File: src/rtl/mpx_rom_ctrl.sv
// Pilot-tone ROM controller: loads a wavetable into a single-port RAM and plays
// it back by phase accumulation, with writes taking priority over reads.
module mpx_rom_ctrl #(
    parameter int ADDR_W = 10,
    parameter int DATA_W = 8
) (
    input  logic              clk,
    input  logic              reset,
    input  logic [DATA_W-1:0] rom_data,
    input  logic              rom_wr_en,
    input  logic              load_clr,
    input  logic              run_en,
    input  logic [31:0]       step,
    input  logic              sample_en,
    output logic [ADDR_W-1:0] mem_addr,
    output logic              mem_we,
    output logic [DATA_W-1:0] mem_wdata,
    input  logic [DATA_W-1:0] mem_rdata,
    output logic [DATA_W-1:0] pilot_sample,
    output logic              pilot_valid,
    output logic [ADDR_W:0]   load_count,
    output logic              overrun
);

    typedef enum logic {IDLE = 1'b0, RUN = 1'b1} state_t;

    localparam logic [ADDR_W:0] DEPTH = {1'b1, {ADDR_W{1'b0}}};

    state_t            state;
    logic [31:0]       phase;
    logic [ADDR_W-1:0] wr_ptr;
    logic [ADDR_W-1:0] rd_addr;
    logic              pend;
    logic              rd_d1;

    logic [ADDR_W-1:0] cur_addr;
    logic              accept;
    logic              drop;
    logic              issue;
    logic [ADDR_W-1:0] issue_addr;

    assign cur_addr   = phase[31 -: ADDR_W];
    assign accept     = (state == RUN) && sample_en && !pend;
    assign drop       = (state == RUN) && sample_en && pend;
    // A pending read always goes out first; a fresh strobe only when nothing is pending.
    assign issue      = !rom_wr_en && (pend || accept);
    assign issue_addr = pend ? rd_addr : cur_addr;

    // The RAM port is steered combinationally so writes and reads land in the request cycle.
    always_comb begin
        mem_we    = 1'b0;
        mem_addr  = '0;
        mem_wdata = '0;
        if (!reset) begin
            if (rom_wr_en) begin
                mem_we    = 1'b1;
                mem_addr  = wr_ptr;
                mem_wdata = rom_data;
            end else if (issue) begin
                mem_addr  = issue_addr;
            end
        end
    end

    always_ff @(posedge clk or posedge reset) begin
        if (reset) begin
            state        <= IDLE;
            phase        <= '0;
            wr_ptr       <= '0;
            rd_addr      <= '0;
            pend         <= 1'b0;
            rd_d1        <= 1'b0;
            pilot_sample <= '0;
            pilot_valid  <= 1'b0;
            load_count   <= '0;
            overrun      <= 1'b0;
        end else begin
            state <= run_en ? RUN : IDLE;

            if (state == IDLE || !run_en) begin
                phase <= '0;
            end else if (accept) begin
                phase <= phase + step;
            end

            if (accept && rom_wr_en) begin
                pend    <= 1'b1;
                rd_addr <= cur_addr;
            end else if (pend && !rom_wr_en) begin
                pend    <= 1'b0;
            end

            // RAM returns data the cycle after the address; register it one more time.
            rd_d1       <= issue;
            pilot_valid <= rd_d1;
            if (rd_d1) begin
                pilot_sample <= mem_rdata;
            end

            if (load_clr) begin
                wr_ptr     <= '0;
                load_count <= '0;
                overrun    <= 1'b0;
            end else begin
                if (rom_wr_en) begin
                    wr_ptr <= wr_ptr + 1'b1;
                    if (load_count != DEPTH) begin
                        load_count <= load_count + 1'b1;
                    end
                end
                if (drop) begin
                    overrun <= 1'b1;
                end
            end
        end
    end

endmodule

File: config.mk
export PLATFORM = sky130hd
export DESIGN_NAME = mpx_rom_ctrl
export DESIGN_NICKNAME = d
export VERILOG_FILES = /design/src/rtl/mpx_rom_ctrl.sv
export SDC_FILE = /design/constraint.sdc
export NUM_CORES = 1
export LEC_CHECK = 0
export ABC_AREA = 1
export CORE_MARGIN = 4
export CORE_UTILIZATION = 59
export DETAILED_ROUTE_END_ITERATION = 6
export PLACE_DENSITY = 0.92
export SLEW_MARGIN = 10
export SYNTH_ARGS = -nofsm -noshare
export SYNTH_HDL_FRONTEND = slang
export SYNTH_SLANG_ARGS = --single-unit
File: constraint.sdc
create_clock -name clk -period 10.05 [get_ports clk]
set_input_delay 2.01 -clock clk [delete_from_list [all_inputs] [get_ports clk]]
set_output_delay 2.01 -clock clk [all_outputs]
set_load 0.03 [all_outputs]
==> flow_summary.rst <==
.. list-table::
   :header-rows: 1

   * - Metric
     - Value
   * - Hold wc startpoint
     - rd_addr[1]
   * - Result of the run
     - completed
   * - Leakage power of the design
     - approximately 3.7 nW
   * - Reg2reg start
     - pend
   * - Post-synthesis instance area
     - approximately 5800 um2
   * - Final RePlAce weighted congestion
     - 0.989
   * - Max-capacitance violation count
     - 0
   * - Drt via density
     - 5.33
   * - Sum of negative setup slack
     - 0 ns
   * - Max stage delay on crit path
     - 0.78 ns
   * - Synth-to-Final Area Change
     - 21.2%
   * - Period utilisation layout
     - 0.660
   * - Launching instance or port of the critical path
     - reset
   * - Total clock buffers created by CTS
     - 9
   * - Min Clock Period, post-route
     - 6.64 ns
   * - Slowest stage cell on the critical path
     - buf_4
   * - Power share of the combinational group
     - 0.269
   * - Seq pwr share
     - 0.440
   * - Antenna cell count
     - 0
   * - H-Tree Depth
     - 3
   * - Number of antenna violations at the first check in global routing
     - 0
   * - Setup violations, final
     - 0
   * - Largest fanout of any net on the critical path
     - 80
   * - Total global-route track usage
     - 0.271
   * - Total congestion overflow after global routing
     - 0
   * - Type of origin of the critical path
     - input port
   * - Top_reg_cell synth
     - dfrtp_1
   * - P_sw
     - 0.273 mW
   * - Cell-by-cell listing of the critical path
     - clkdlybuf4s50_1 -> clkinv_2 -> buf_4 -> nand3_1 -> o21ai_0 -> clkdlybuf4s50_1
   * - Avg Cell Area, Syn
     - 6.49 um2
   * - Required time worst endpoint
     - 8.04 ns
   * - Cell Pwr Density
     - about 110 nW/um2
   * - Hold violation total from the final report
     - 0
   * - Fraction of final layout cells sized beyond drive strength 1
     - 0.0547
   * - Effective utilization at floorplan
     - 0.617
   * - Die Width
     - 107 um
   * - Die Area
     - between 10000 and 15000 um2
   * - Met1 Wirelength
     - 6.45 mm
   * - Reg2Reg Depth
     - 4
   * - Unrepaired setup endpoints after global routing
     - false
   * - Number of distinct standard cells referenced by the synthesized netlist
     - 39
   * - Share of the yosys chip area belonging to registers
     - 0.329
   * - Normalized max-slew margin
     - 0.334
   * - Sum of met2 wire segment lengths after detailed routing
     - 7.12 mm
   * - Clk pwr share
     - 0.291
   * - Critical setup path kind
     - in -> out
   * - Setup WS pre-CTS
     - 3.37 ns
   * - Fraction of power spent switching nets
     - 0.353
   * - Total power draw
     - 0.775 mW
   * - Post-route worst setup slack
     - 3.41 ns
   * - Number of violations reported at the end of detailed-routing iteration 0
     - 379
   * - Clock root buffer
     - clkbuf_8
   * - Cells resized by post-CTS repair
     - 0
   * - Worst slew pin tran
     - about 1 ns
   * - Peak supply drop
     - about 0.069 mV
   * - Commonest cells after routing, fill and taps aside
     - 336 x nand2_1, 142 x inv_1, 93 x clkdlybuf4s50_1
   * - Count of hold buffers inserted by post-cts repair
     - 0
   * - Met3 wire len
     - 1.00 mm
   * - EDFF count, synth
     - 0
   * - CTS tree
     - built
   * - Residual DRC
     - 0
   * - Number of global-route vias before repair
     - 5609
   * - Die Span Y
     - 107 um
   * - Kind of path behind the tightest hold check
     - reg -> reg
   * - Max Buffers Root-to-Sink
     - 2
   * - Number of setup buffers added after CTS
     - 0
   * - Crit. End Element
     - output port
   * - Data arrival, critical path
     - 4.63 ns
   * - Final Net Count
     - 1072
   * - Top-level I/O count
     - 94
   * - Wire length per cell after detailed routing
     - 13.4 um
   * - Critical Path Most Common Cell
     - clkdlybuf4s50_1
   * - Clock latency on the worst-skew pair
     - 0.37 ns
   * - Vias
     - 5953
   * - Max Clock Skew
     - 0.0114 ns
   * - Worst hold stages
     - 2
   * - Pin count of the biggest net entering global routing
     - 81
   * - Final-report max-slew violation count
     - 0
   * - Count of fill cells added during filler insertion
     - between 700 and 800
   * - Post-detailed-routing wire length
     - about 15 mm
   * - R2R Path End
     - phase[4]
   * - Clock sinks
     - 76
   * - Post-route standard cell area excluding fillers
     - 7010 um2
   * - Highest routed layer
     - met4
   * - Antenna-violating nets left
     - 0
   * - Max Clock Freq
     - 151 MHz
   * - Port Buf Inserts
     - a little over 90
   * - Most common library cell in the layout ignoring fill and taps
     - nand2_1
   * - Worst hold path endpoint
     - rd_addr[1]
   * - Yosys Warn Count
     - 0
   * - Async set-or-reset flop fraction in the synthesized netlist
     - 1.00
   * - Standard-cell rows
     - 35
   * - Detailed-placement wirelength estimate
     - between 10 and 15 mm
   * - Cell internal power dissipation
     - 0.502 mW
   * - Number of instances in the synthesized netlist
     - 891
   * - R2r setup slk
     - 7.42 ns
   * - First-pass GRT wire length
     - 25.3 mm
   * - Yosys reg bits
     - 76
   * - Number of nets produced by synthesis
     - 980
   * - Pre-Repair DR Iteration Count
     - 7
   * - Worst-path clk slew
     - 0.08 ns
   * - CORE AREA
     - 9370 um2
   * - Dpl cell area
     - 6830 um2
[how the worst max path moves through the flow]
stage,end,cells past startpoint
floorplan,mem_addr[3],2
finish,mem_addr[7],6
global placement,mem_addr[8],6
global route,mem_addr[7],6
CTS,mem_addr[7],6
detailed placement,mem_addr[7],6
[area by class of cell]
class	instances	area (um2)	area share
timing repair buffer	95	946	0.135
clock inverter	7	57.6	0.00821
sequential	76	1900	0.271
clock buffer	9	124	0.0177
tap	129	161	0.0230
inverter	149	561	0.0800
multi-input combinational	652	3260	0.465
[Yosys cell counts (all sizes together) (2+ instances only)]
| cell type | number | share of area |
|---|---|---|
| buf | 7 | 0.0065 |
| nand3 | 54 | 0.048 |
| nor4 | 2 | 0.0022 |
| a21oi | 40 | 0.035 |
| nor2 | 67 | 0.046 |
| ha | 34 | 0.074 |
| xnor2 | 4 | 0.0061 |
| o21ai | 53 | 0.046 |
| or2 | 2 | 0.0022 |
| nand4 | 7 | 0.0087 |
| clkinv | 2 | 0.0013 |
| xor2 | 5 | 0.0076 |
| nand3b | 3 | 0.0039 |
| clkbuf | 7 | 0.0045 |
| a32o | 3 | 0.0052 |
| dfrtp | 76 | 0.33 |
| mux2 | 10 | 0.019 |
| inv | 147 | 0.095 |
| o31ai | 7 | 0.0091 |
| nand2 | 343 | 0.23 |
| o21bai | 3 | 0.0039 |
| nor3 | 8 | 0.0095 |
[logic make-up after synthesis]
family,Yosys count,share of synthesized area
fa+ha+maj,35,0.0770
flops,76,0.329
compound gates,110,0.105
buf+inv,163,0.108
mux,11,0.0212
xor+xnor,9,0.0136
simple gates,487,0.347
[registers in the layout, indices dropped and copies added, names as in the netlist]
name / count
load_count: 11
overrun: 1
pend: 1
phase: 32
pilot_sample: 8
pilot_valid: 1
rd_addr: 10
rd_d1: 1
state: 1
wr_ptr: 10
[power by group through the flow]
| stage | registers [mW] | logic, mW | clock network (mW) |
|---|---|---|---|
| final | 0.341 | 0.208 | 0.225 |
| after CTS | 0.341 | 0.208 | 0.227 |
| after detailed placement | 0.347 | 0.206 | 0 |
| after global placement | 0.345 | 0.201 | 0 |
| after floorplan | 0.359 | 0.118 | 0 |
| after global routing | 0.344 | 0.232 | 0.239 |
[through the flow]
| step | util | hold slack (ns) | cells |
|---|---|---|---|
| 6_report | 0.748 | 0.494 | 1117 |
| 5_1_grt | 0.748 | 0.519 | 1117 |
| 4_1_cts | 0.748 | 0.495 | 1117 |
| 3_5_place_dp | 0.729 | 0.473 | 1101 |
| 3_3_place_gp | 0.729 | 0.466 | 1101 |
| 2_1_floorplan | - | 0.352 | 891 |
[worst max-delay path, delay by kind of cell]
| family | cells | cell delay (ns) |
|---|---|---|
| buf+inv | 4 | 2.33 |
| compound gates | 1 | 0.13 |
| simple gates | 1 | 0.13 |
[routing by layer]
layer,GRT usage,vias to the layer above
met5,0,-
met2,0.462,209
met4,0.0904,0
met3,0.0494,35
li1,-,2980
met1,0.348,2729
Power figures use the tool's default switching activity.
